[src/rtl/pc_sequencer.sv]
// Program counter and run/halt/single-step control for the single-cycle MIPS core.
// Latency: next PC is combinational from the current state; pc_out updates one edge later.
// Halt: commit drops to 0 and PC, retire count and wrap pulse hold until the next step or run.
module pc_sequencer #(
  parameter int              PC_W          = 32,
  parameter logic [PC_W-1:0] RESET_PC      = '0,
  parameter logic [PC_W-1:0] LIMIT_DEFAULT = PC_W'(12),
  parameter int              CNT_W         = 16
) (
  input  logic              clock,
  input  logic              reset,
  input  logic              hold_in,
  input  logic              step_in,
  input  logic              branch_en,
  input  logic              zero_flag,
  input  logic [15:0]       imm16,
  input  logic              jump_en,
  input  logic [25:0]       jump_idx,
  input  logic              limit_we,
  input  logic [PC_W-1:0]   limit_data,
  output logic [PC_W-1:0]   pc_out,
  output logic [PC_W-1:0]   pc_plus4,
  output logic              commit,
  output logic              wrap_pulse,
  output logic [CNT_W-1:0]  retire_count,
  output logic [1:0]        mode
);

  typedef enum logic [1:0] {
    MODE_RUN  = 2'b00,
    MODE_HALT = 2'b01,
    MODE_STEP = 2'b10
  } mode_e;

  // Word alignment mask for the wrap limit, and the mask that keeps the
  // PC region bits above the 28-bit jump field.
  localparam logic [PC_W-1:0] ALIGN_MASK = {{(PC_W-2){1'b1}}, 2'b00};
  localparam logic [PC_W-1:0] LOW_MASK   = PC_W'(28'hFFF_FFFF);

  mode_e             state;
  mode_e             state_nxt;
  logic              hold_s1;
  logic              hold_s;
  logic              step_s1;
  logic              step_s2;
  logic              step_s3;
  logic              step_pulse;
  logic [PC_W-1:0]   limit;
  logic [PC_W-1:0]   pc_next;
  logic [PC_W-1:0]   br_offset;
  logic [PC_W-1:0]   jump_target;
  logic              is_wrap;

  // Two-flop synchronisers for the switch and button, plus an edge-detect flop on the button
  always_ff @(posedge clock) begin
    if (reset) begin
      hold_s1 <= 1'b0;
      hold_s  <= 1'b0;
      step_s1 <= 1'b0;
      step_s2 <= 1'b0;
      step_s3 <= 1'b0;
    end else begin
      hold_s1 <= hold_in;
      hold_s  <= hold_s1;
      step_s1 <= step_in;
      step_s2 <= step_s1;
      step_s3 <= step_s2;
    end
  end

  // A held button yields a single one-cycle pulse
  assign step_pulse = step_s2 & ~step_s3;

  // Run-control state register
  always_ff @(posedge clock) begin
    if (reset) begin
      state <= MODE_RUN;
    end else begin
      state <= state_nxt;
    end
  end

  // Run-control next state; a step request beats a simultaneous release of hold
  always_comb begin
    state_nxt = state;
    case (state)
      MODE_RUN:  if (hold_s) state_nxt = MODE_HALT;
      MODE_HALT: begin
        if (step_pulse)   state_nxt = MODE_STEP;
        else if (!hold_s) state_nxt = MODE_RUN;
      end
      MODE_STEP: state_nxt = hold_s ? MODE_HALT : MODE_RUN;
      default:   state_nxt = MODE_RUN;
    endcase
  end

  assign mode     = state;
  assign commit   = (state == MODE_RUN) || (state == MODE_STEP);
  assign pc_plus4 = pc_out + PC_W'(4);

  assign br_offset   = {{(PC_W-18){imm16[15]}}, imm16, 2'b00};
  assign jump_target = (pc_plus4 & ~LOW_MASK) | PC_W'({jump_idx, 2'b00});
  assign is_wrap     = (pc_out == limit);

  // Next-PC select: wrap beats jump beats taken branch beats sequential
  always_comb begin
    pc_next = pc_plus4;
    if (is_wrap) begin
      pc_next = RESET_PC;
    end else if (jump_en) begin
      pc_next = jump_target;
    end else if (branch_en && zero_flag) begin
      pc_next = pc_plus4 + br_offset;
    end
  end

  // PC, limit, wrap flag and retire counter; only committed cycles advance the PC side
  always_ff @(posedge clock) begin
    if (reset) begin
      pc_out       <= RESET_PC;
      limit        <= LIMIT_DEFAULT;
      wrap_pulse   <= 1'b0;
      retire_count <= '0;
    end else begin
      // The compare above still sees the old limit during the load cycle
      if (limit_we) begin
        limit <= limit_data & ALIGN_MASK;
      end
      if (commit) begin
        pc_out       <= pc_next;
        wrap_pulse   <= is_wrap;
        retire_count <= retire_count + CNT_W'(1);
      end
    end
  end

endmodule

[config.mk]
export PLATFORM = sky130hd
export DESIGN_NAME = pc_sequencer
export DESIGN_NICKNAME = d
export VERILOG_FILES = /design/src/rtl/pc_sequencer.sv
export SDC_FILE = /design/constraint.sdc
export NUM_CORES = 1
export LEC_CHECK = 0
export CAP_MARGIN = 20
export CORE_MARGIN = 2
export CORE_UTILIZATION = 45
export DETAILED_ROUTE_END_ITERATION = 16
export GPL_TIMING_DRIVEN = 0
export HOLD_SLACK_MARGIN = 0.02
export PLACE_DENSITY = 0.79
export SLEW_MARGIN = 20
export SYNTH_ARGS = -nofsm -noshare
export SYNTH_HDL_FRONTEND = slang
export SYNTH_SLANG_ARGS = --single-unit
[constraint.sdc]
create_clock -name clock -period 3.9 [get_ports clock]
set_input_delay 1.17 -clock clock [delete_from_list [all_inputs] [get_ports clock]]
set_output_delay 1.17 -clock clock [all_outputs]
set_load 0.01 [all_outputs]
* After elaboration in Yosys (flattened, before gate mapping)
Index checks and enable logic that the tools add are counted.
** Cells by class
- $add $sub $neg :: 3
- Reduce and logical (&&, ||, !) cells :: 4
- Bitwise gates (word level) :: 3
- Multiplexer cells :: 8
- Equal/unequal tests :: 5
** Operators by type and width (count)
- two-way mux 32 bit :: 3
- adder 32 x 3 -> 32 bit (second input constant) :: 1
- adder 32 bit :: 1
- equality test 32 bit :: 1
- bitwise OR 32 x 28 -> 32 bit :: 1
- adder 16 x 1 -> 16 bit (second input constant) :: 1
- two-way mux 2 bit :: 3
- one-hot mux 2 bit (3 select lines) :: 1
- != test 3 bit (second input constant) :: 1
- equality test 2 x 1 -> 1 bit (second input constant) :: 1
- equality test 2 bit (second input constant) :: 1
- logical NOT 2 bit :: 1
- != test 2 bit (second input constant) :: 1
- AND reduction 2 bit :: 1
- bitwise AND 1 bit :: 1
- logical AND 1 bit :: 1
- logical OR 1 bit :: 1
- two-way mux 1 bit :: 1
- inverter 1 bit :: 1
** Storage, ports and cells
- Bits in registers :: 86
- Logic and storage cells :: 33
- Bits of input ports :: 82
- Output and inout port bits :: 84

* Longest topological paths before layout
Gate-level depths: netlist of the first run.
- Depth after elaboration :: 5
- Depth in mapped cells :: 18
- Gate-level depth less buffers :: 16

* Least setup slack after synthesis of the first run
No wires, ideal clock.
- Kind :: register to register
- From :: register pc_out[2]
- To :: register pc_out[30]
- Period minus slack after synthesis :: 3564 ps
- Data arrival time :: 3437 ps
- Path slack :: 336 ps
- Cell stages (with the launch flop) :: 16
- Path buffers :: 1
- Required time :: 3773 ps
- Path through :: dfxtp_1 ha_1 nand3_1 nor2_1 and3_1 buf_2 nand2_1 xnor2_1 ha_1 nand2_1 o311a_1 a211oi_2 o21bai_2 a211oi_2 mux2i_1 or3_1
** On the way
- Word-level cells in the longest chain between the ends :: 5
- Elaborated cells on any way between the ends :: 7
- Classes of those cells :: add/sub (2); eq/ne (1); mux (3); bitwise (1)
** Ends and longest elaborated chain
- start: declaration :: line 21 : output logic [PC_W-1:0] pc_out,
- start signal: assignment :: line 130 : pc_out <= pc_next;
- adder 32 x 3 -> 32 bit :: line 99 : assign pc_plus4 = pc_out + PC_W'(4);
- named net pc_plus4[16] :: line 22 : output logic [PC_W-1:0] pc_plus4,
- adder 32 bit :: line 113 : pc_next = pc_plus4 + br_offset;
- two-way mux 32 bit :: line 112 : end else if (branch_en && zero_flag) begin
- two-way mux 32 bit :: line 110 : end else if (jump_en) begin
- two-way mux 32 bit :: line 108 : if (is_wrap) begin
The timed path passes the listed nets, and every way through them passes these cells.
A chain may end at the register's enable or synchronous reset.

* Final worst setup path of the first run
- From :: register pc_out[18]
- To :: output pc_plus4[30]
** On the way
- Word-level cells in the longest chain between the ends :: 1
** Ends and longest elaborated chain (line)
- adder 32 x 3 -> 32 bit :: 99
- end: declaration :: 22
No other way between the ends.

==> results of run 1 <==
==> cells in the final DEF, fill, tap and decap left out, types with 7 or more instances in the layout <==
cell,instances
xnor2_2,11
xor2_1,37
nor2_1,86
a21oi_1,41
inv_1,16
dfxtp_1,75
and3_1,10
clkdlybuf4s50_1,143
nand2_1,75
nor2b_1,11
ha_1,32
or3_1,8
mux2i_1,33
nand2b_1,11
nand4_1,16
xnor2_1,40
dfxtp_2,8
nor3_1,8
dlymetal6s2s_1,12
o211ai_1,14
a21o_1,8
nand3_1,25
a211oi_1,7
buf_4,30
clkbuf_1,24
o21ai_1,9
o21ai_0,25
clkbuf_16,9
==> where the power goes <==
part	internal [mW]	leakage, nW	total, mW	switching (mW)
clock	0.584	0.160	0.954	0.370
sequential	0.911	0.695	0.990	0.0797
combinational	0.443	2.81	0.892	0.449
total	1.94	3.67	2.84	0.898
==> sequential cells by signal (all words and copies together) (netlist names) <==
signal / cells
pc_out: 30
hold_s1: 1
wrap_pulse: 1
limit: 30
hold_s: 1
step_s1: 1
step_s2: 1
step_s3: 1
mode: 2
retire_count: 16
==> cells in the mapped netlist, drive strengths merged, types with 11 or more instances <==
cell type	n	area, µm²
a21oi	43	219
buf	17	103
clkbuf	26	97.6
dfxtp	84	1680
ha	36	450
inv	17	63.8
mux2i	33	330
nand2	76	285
nand2b	11	68.8
nand3	26	130
nand4	16	100
nor2	88	330
nor2b	11	68.8
o211ai	16	130
o21ai	34	170
xnor2	53	464
xor2	39	342
==> kinds of logic after synthesis <==
kind of cell             after synthesis
AO/OA/AOI/OAI                        166
XOR/XNOR                              92
adder cells (fa/ha/maj)               37
buffers and inverters                 60
flip-flops                            84
multiplexers                          34
other                                  1
AND/OR/NAND/NOR                      276
==> how the worst min path moves through the flow <==
stage                        from  endpoint
after floorplan           hold_s1    hold_s
after global placement    hold_s1    hold_s
after detailed placement  hold_s1    hold_s
after CTS                 step_s1   step_s2
after global routing      hold_s1    hold_s
final                     hold_s1    hold_s
==> timing repair <==
action,CTS,global route
setup buffers,8,15
gates resized for setup,26,45
pin swaps,6,17
endpoints found under the hold margin,0,0
endpoints found under the setup margin,28,29
gates cloned,0,0
==> area by class of cell <==
type / count / area, µm²
buffer: 41 / 200
fill: 1106 / 4540
multi-input combinational: 609 / 4320
clock inverter: 6 / 93.8
clock buffer: 10 / 239
timing repair buffer: 180 / 1770
inverter: 17 / 63.8
tap: 176 / 220
sequential: 84 / 1700
==> through the flow <==
stage / setup WS (ps) / power, mW / cell area, µm² / hold slack (ps) / TNS [ps]
6_report: 123 / 2.84 / 8600 / 449 / 0
4_1_cts: -13.7 / 2.79 / 8290 / 446 / -13.7
5_1_grt: -62.0 / 2.95 / 8600 / 459 / -238
3_5_place_dp: -502 / 1.82 / 7800 / 439 / -2980
2_1_floorplan: 336 / 1.48 / 6010 / 414 / 0
3_3_place_gp: -544 / 1.81 / 7800 / 417 / -3110
==> metal layers <==
metal / global-route usage / routed length, µm / up-vias
li1: - / - / 3031
met1: 0.363 / 8710 / 2997
met2: 0.446 / 9540 / 319
met3: 0.0512 / 1580 / 32
met4: 0.0816 / 428 / 0
met5: 0 / 0 / -
==> impl_metrics.yaml, run 1 <==
worst_setup_path:
  critPathRequiredTime_ps: 2730
  r2r_slack_ps: 130
  worstPathArrival_ps: 2610
  cp.depth: 9
  rr_worst_depth: 18
  critPathMaxFanout: 7
  rr_endpoint: "pc_out[29]"
  crit_path_max_incr_delay_ps: 500
  worst_setup_path_end_kind: "output port"
  cp_num_buf_inv: 2
  r2r-start: "pc_out[3]"
  startpoint_type: "flop"
  path_delay_family: "simple AND/OR/NAND/NOR gates"
  criticalPathCategory: "reg2out"
  crit_chain: "and4_4 -> nand4_1 -> nor2_2 -> and2_1 -> buf_2 -> nand2_1 -> nor2_1 -> xor2_1 -> dlygate4sd2_1"
  worstSetupStartpoint: "pc_out[18]"
  critPathCapture: "pc_plus4[30]"
  crit_slowest_cell: "dfxtp_1"
placed_design:
  dp.cells: 1086
  dp_hpwl_um: 15300
  globalplace.congestion: 0.964
  port_buffers: 157
detailed_routing:
  vias: 6379
  drc: 0
  drt_iter0_drc: 558
  drt.antenna.violating_nets: 0
  wl_per_cell_um: 18.0
  via_per_inst: 5.68
  firstDrtPassIters: 5
  drt_wl_total_um: 20300
floorplan:
  start_util: 0.456
  num_rows: 42
  coreArea_um2: 13100
  die_x_um: 119
  ios: 166
  die-area_um2: 14300
  dieHeight_um: 119
synthesis:
  async_flop_share: 0
  synth_edf_count: 0
  synth_top_family_by_area: "simple AND/OR/NAND/NOR gates"
  yosys_warnings: 0
  syn_inst: 750
  synth_seq_area_share: 0.280
  synthFlopType: "dfxtp_1"
  synthXorXnorAreaFrac: 0.134
  syn_area_um2: 6000
  synth-seq-cells: 84
  synth.distinct_cells: 67
  synth_compound_area_frac: 0.189
  avgSynthCellArea_um2: 7.99
  synth.area.mux_share: 0.0570
  synthAdderAreaFrac: 0.0785
  yosys.area_share.simple: 0.216
global_routing:
  grt_max_degree: 21
  grt_pass1_wl_um: 30600
  grt_usage: 0.272
  antenna_found_initial: 0
  grt_pass1_vias: 5866
  grt-ovfl-total: 0
clock_tree:
  clockBufferDepth: 2
  numCtsBuffers: 9
  clkTransAtPathRegs_ps: 60
  ctsRootBufferMaster: "clkbuf_16"
  insertion_delay_ps: 340
  cts_max_level: 3
  hold_buffers: 0
  clock_sinks: 84
  tritoncts: "done"
timing:
  fin_crit_ps: 3780
  rsz0062_at_grt: "yes"
  relSlewSlack: 0.314
  fmax_ghz: 0.265
  tightest_slew_ps: 1030
  drv_slew: 0
  hold_viol_final: 0
  post-route-period-util: 0.968
  finalSetupViolations: 0
  finClkSkew_ps: 7.71
power:
  irDropWorstVdd_v: 0.000204
  p_leak_nw: 3.67
  p_per_area_nw_per_um2: 330
cells_and_area:
  n_antenna_cell: 0
  fin_cells: 1123
  syn2layout_area_growth_pct: 43.4
  finalNetCount: 1061
  final_util: 0.655
  drive_above_1_share: 0.115
flow_run:
  cap_viol_max_count: 0
worst_hold_path:
  hold_class: "reg2reg"
  whs_path_depth: 1
outcome:
  status: "finished clean"
Power figures use the tool's default switching activity.
==> inputs of run 2 (changes only) <==
--- a/config.mk
+++ b/config.mk
@@ -8,6 +8,8 @@
 export CAP_MARGIN = 20
 export CORE_MARGIN = 2
 export CORE_UTILIZATION = 45
+export CTS_BUF_LIST = sky130_fd_sc_hd__clkbuf_8 sky130_fd_sc_hd__clkbuf_16
+export CTS_CLUSTER_DIAMETER = 60
 export DETAILED_ROUTE_END_ITERATION = 16
 export GPL_TIMING_DRIVEN = 0
 export HOLD_SLACK_MARGIN = 0.02
==> results of run 2 <==
Final layout, timing and power as in run 1 (identical DEF).
==> inputs of run 3 (changes only) <==
--- a/config.mk
+++ b/config.mk
@@ -6,7 +6,6 @@
 export NUM_CORES = 1
 export LEC_CHECK = 0
 export CAP_MARGIN = 20
-export CORE_MARGIN = 2
 export CORE_UTILIZATION = 45
 export CTS_BUF_LIST = sky130_fd_sc_hd__clkbuf_8 sky130_fd_sc_hd__clkbuf_16
 export CTS_CLUSTER_DIAMETER = 60
==> impl_metrics.yaml, run 3 (synthesized netlist as in run 1, its figures left out) <==
outcome:
  status: "finished clean"
cells_and_area:
  layout_common_cells: "clkdlybuf4s50_1, nor2_1, nand2_1"
  finalNetCount: 1062
  syn2layout_area_growth_pct: 42.7
  top_regs: "limit (30), pc_out (30), retire_count (16)"
  drive_above_1_share: 0.124
  fillCellCount: 1067
  final_common_cell: "clkdlybuf4s50_1"
  n_antenna_cell: 0
  finalInstanceArea_um2: 8560
  final_util: 0.667
detailed_routing:
  vias: 6406
  firstDrtPassIters: 5
  drt.antenna.violating_nets: 0
  via_per_inst: 5.72
  drt_iter0_drc: 542
  wl_per_cell_um: 18.0
  drt_wl_total_um: 20100
  drc: 0
floorplan:
  coreArea_um2: 12800
  die-area_um2: 13800
  ios: 166
  die_x_um: 117
  start_util: 0.468
  num_rows: 41
  dieHeight_um: 117
clock_tree:
  cts_max_level: 3
  clockBufferDepth: 2
  ctsRootBufferMaster: "clkbuf_16"
  clkTransAtPathRegs_ps: 60
  clock_sinks: 84
  insertion_delay_ps: 340
  numCtsBuffers: 9
  tritoncts: "done"
worst_setup_path:
  crit_path_max_incr_delay_ps: 590
  critPathRequiredTime_ps: 2730
  cp_num_buf_inv: 2
  crit_chain: "ha_2 -> nand3_2 -> nor2_4 -> and3_1 -> buf_2 -> nand3_1 -> xnor2_2 -> clkdlybuf4s50_1"
  worstPathArrival_ps: 2650
  worst_setup_path_end_kind: "output port"
  criticalPathCategory: "reg2out"
  startpoint_type: "flop"
  path_delay_family: "buffers and inverters"
  critPathMaxFanout: 6
  crit_slowest_cell: "clkdlybuf4s50_1"
global_routing:
  antenna_found_initial: 0
  grt-ovfl-total: 0
  grt_pass1_wl_um: 30800
  grt_pass1_vias: 5961
  grt_max_degree: 21
  grt_usage: 0.282
timing:
  rsz0062_at_grt: "yes"
  relSlewSlack: 0.429
  finClkSkew_ps: 9.38
  post-route-period-util: 0.980
  drv_slew: 0
  holdWs_ps: 434
  fmax_ghz: 0.262
  finalSetupViolations: 0
  setup-tns-final_ps: 0
  tightest_slew_ps: 854
  hold_viol_final: 0
  fin_crit_ps: 3820
placed_design:
  post_dp_cell_area_um2: 7790
  port_buffers: 157
  globalplace.congestion: 0.961
  dp_hpwl_um: 15200
power:
  p_total_mw: 2.77
  p_per_area_nw_per_um2: 324
  irDropWorstVdd_v: 0.000205
  p_leak_nw: 3.64
flow_run:
  cap_viol_max_count: 0
worst_hold_path:
  hold_class: "reg2reg"
## run 3: layout make-up
cell class	instances	area (µm²)	share of cell area
clock buffer	12	267	0.0311
timing repair buffer	181	1770	0.207
buffer	41	204	0.0238
clock inverter	3	45.0	0.00526
tap	172	215	0.0251
inverter	17	63.8	0.00746
sequential	84	1700	0.198
multi-input combinational	609	4300	0.502
## run 3: routing by layer
| metal | global-route usage | vias to the layer above | routed length [µm] |
|---|---|---|---|
| met3 | 0.0506 | 55 | 1570 |
| met4 | 0.0755 | 0 | 471 |
| li1 | - | 3049 | - |
| met2 | 0.460 | 337 | 9360 |
| met5 | 0 | - | 0 |
| met1 | 0.379 | 2965 | 8700 |
## run 3: final timing paths
check	start	end	slack [ps]	depth (start not counted)
max	pc_out[3]	pc_plus4[20]	80	8
min	hold_s1	hold_s	430	1
min reg2reg	hold_s1	hold_s	430	1
max reg2reg	pc_out[3]	pc_out[29]	120	17
## run 3: repair_timing
action                     CTS  global route
setup endpoints to repair   24            30
pin swaps                    7            17
buffers inserted             8            16
resized for setup           24            53
hold buffers                 0             0
## run 3: worst register-to-register path, cell delays in order, from the launching register on
cell,delay [ps]
dfxtp_2,400
ha_2,230
nand3_2,140
nor2_4,180
and3_1,160
buf_2,200
nand3_1,140
xnor2_2,280
ha_2,380
a21oi_1,180
inv_1,90
a31oi_4,230
o2111ai_2,200
nand2_1,160
o31ai_2,90
a21oi_1,210
mux2i_1,250
a311oi_1,110
## run 3: per-stage QoR
step / setup WS, ps / cells
6_report: 78.7 / 1119
5_1_grt: -84.7 / 1119
4_1_cts: 1.62 / 1103
3_5_place_dp: -492 / 1082
3_3_place_gp: -505 / 1082
2_1_floorplan: 336 / 753
## run 3: power breakdown
part           internal [mW]  total [mW]  leakage [nW]  switching (mW)
clock network          0.545       0.886         0.147           0.341
logic                  0.445       0.891          2.80           0.446
registers              0.911       0.993         0.695          0.0813
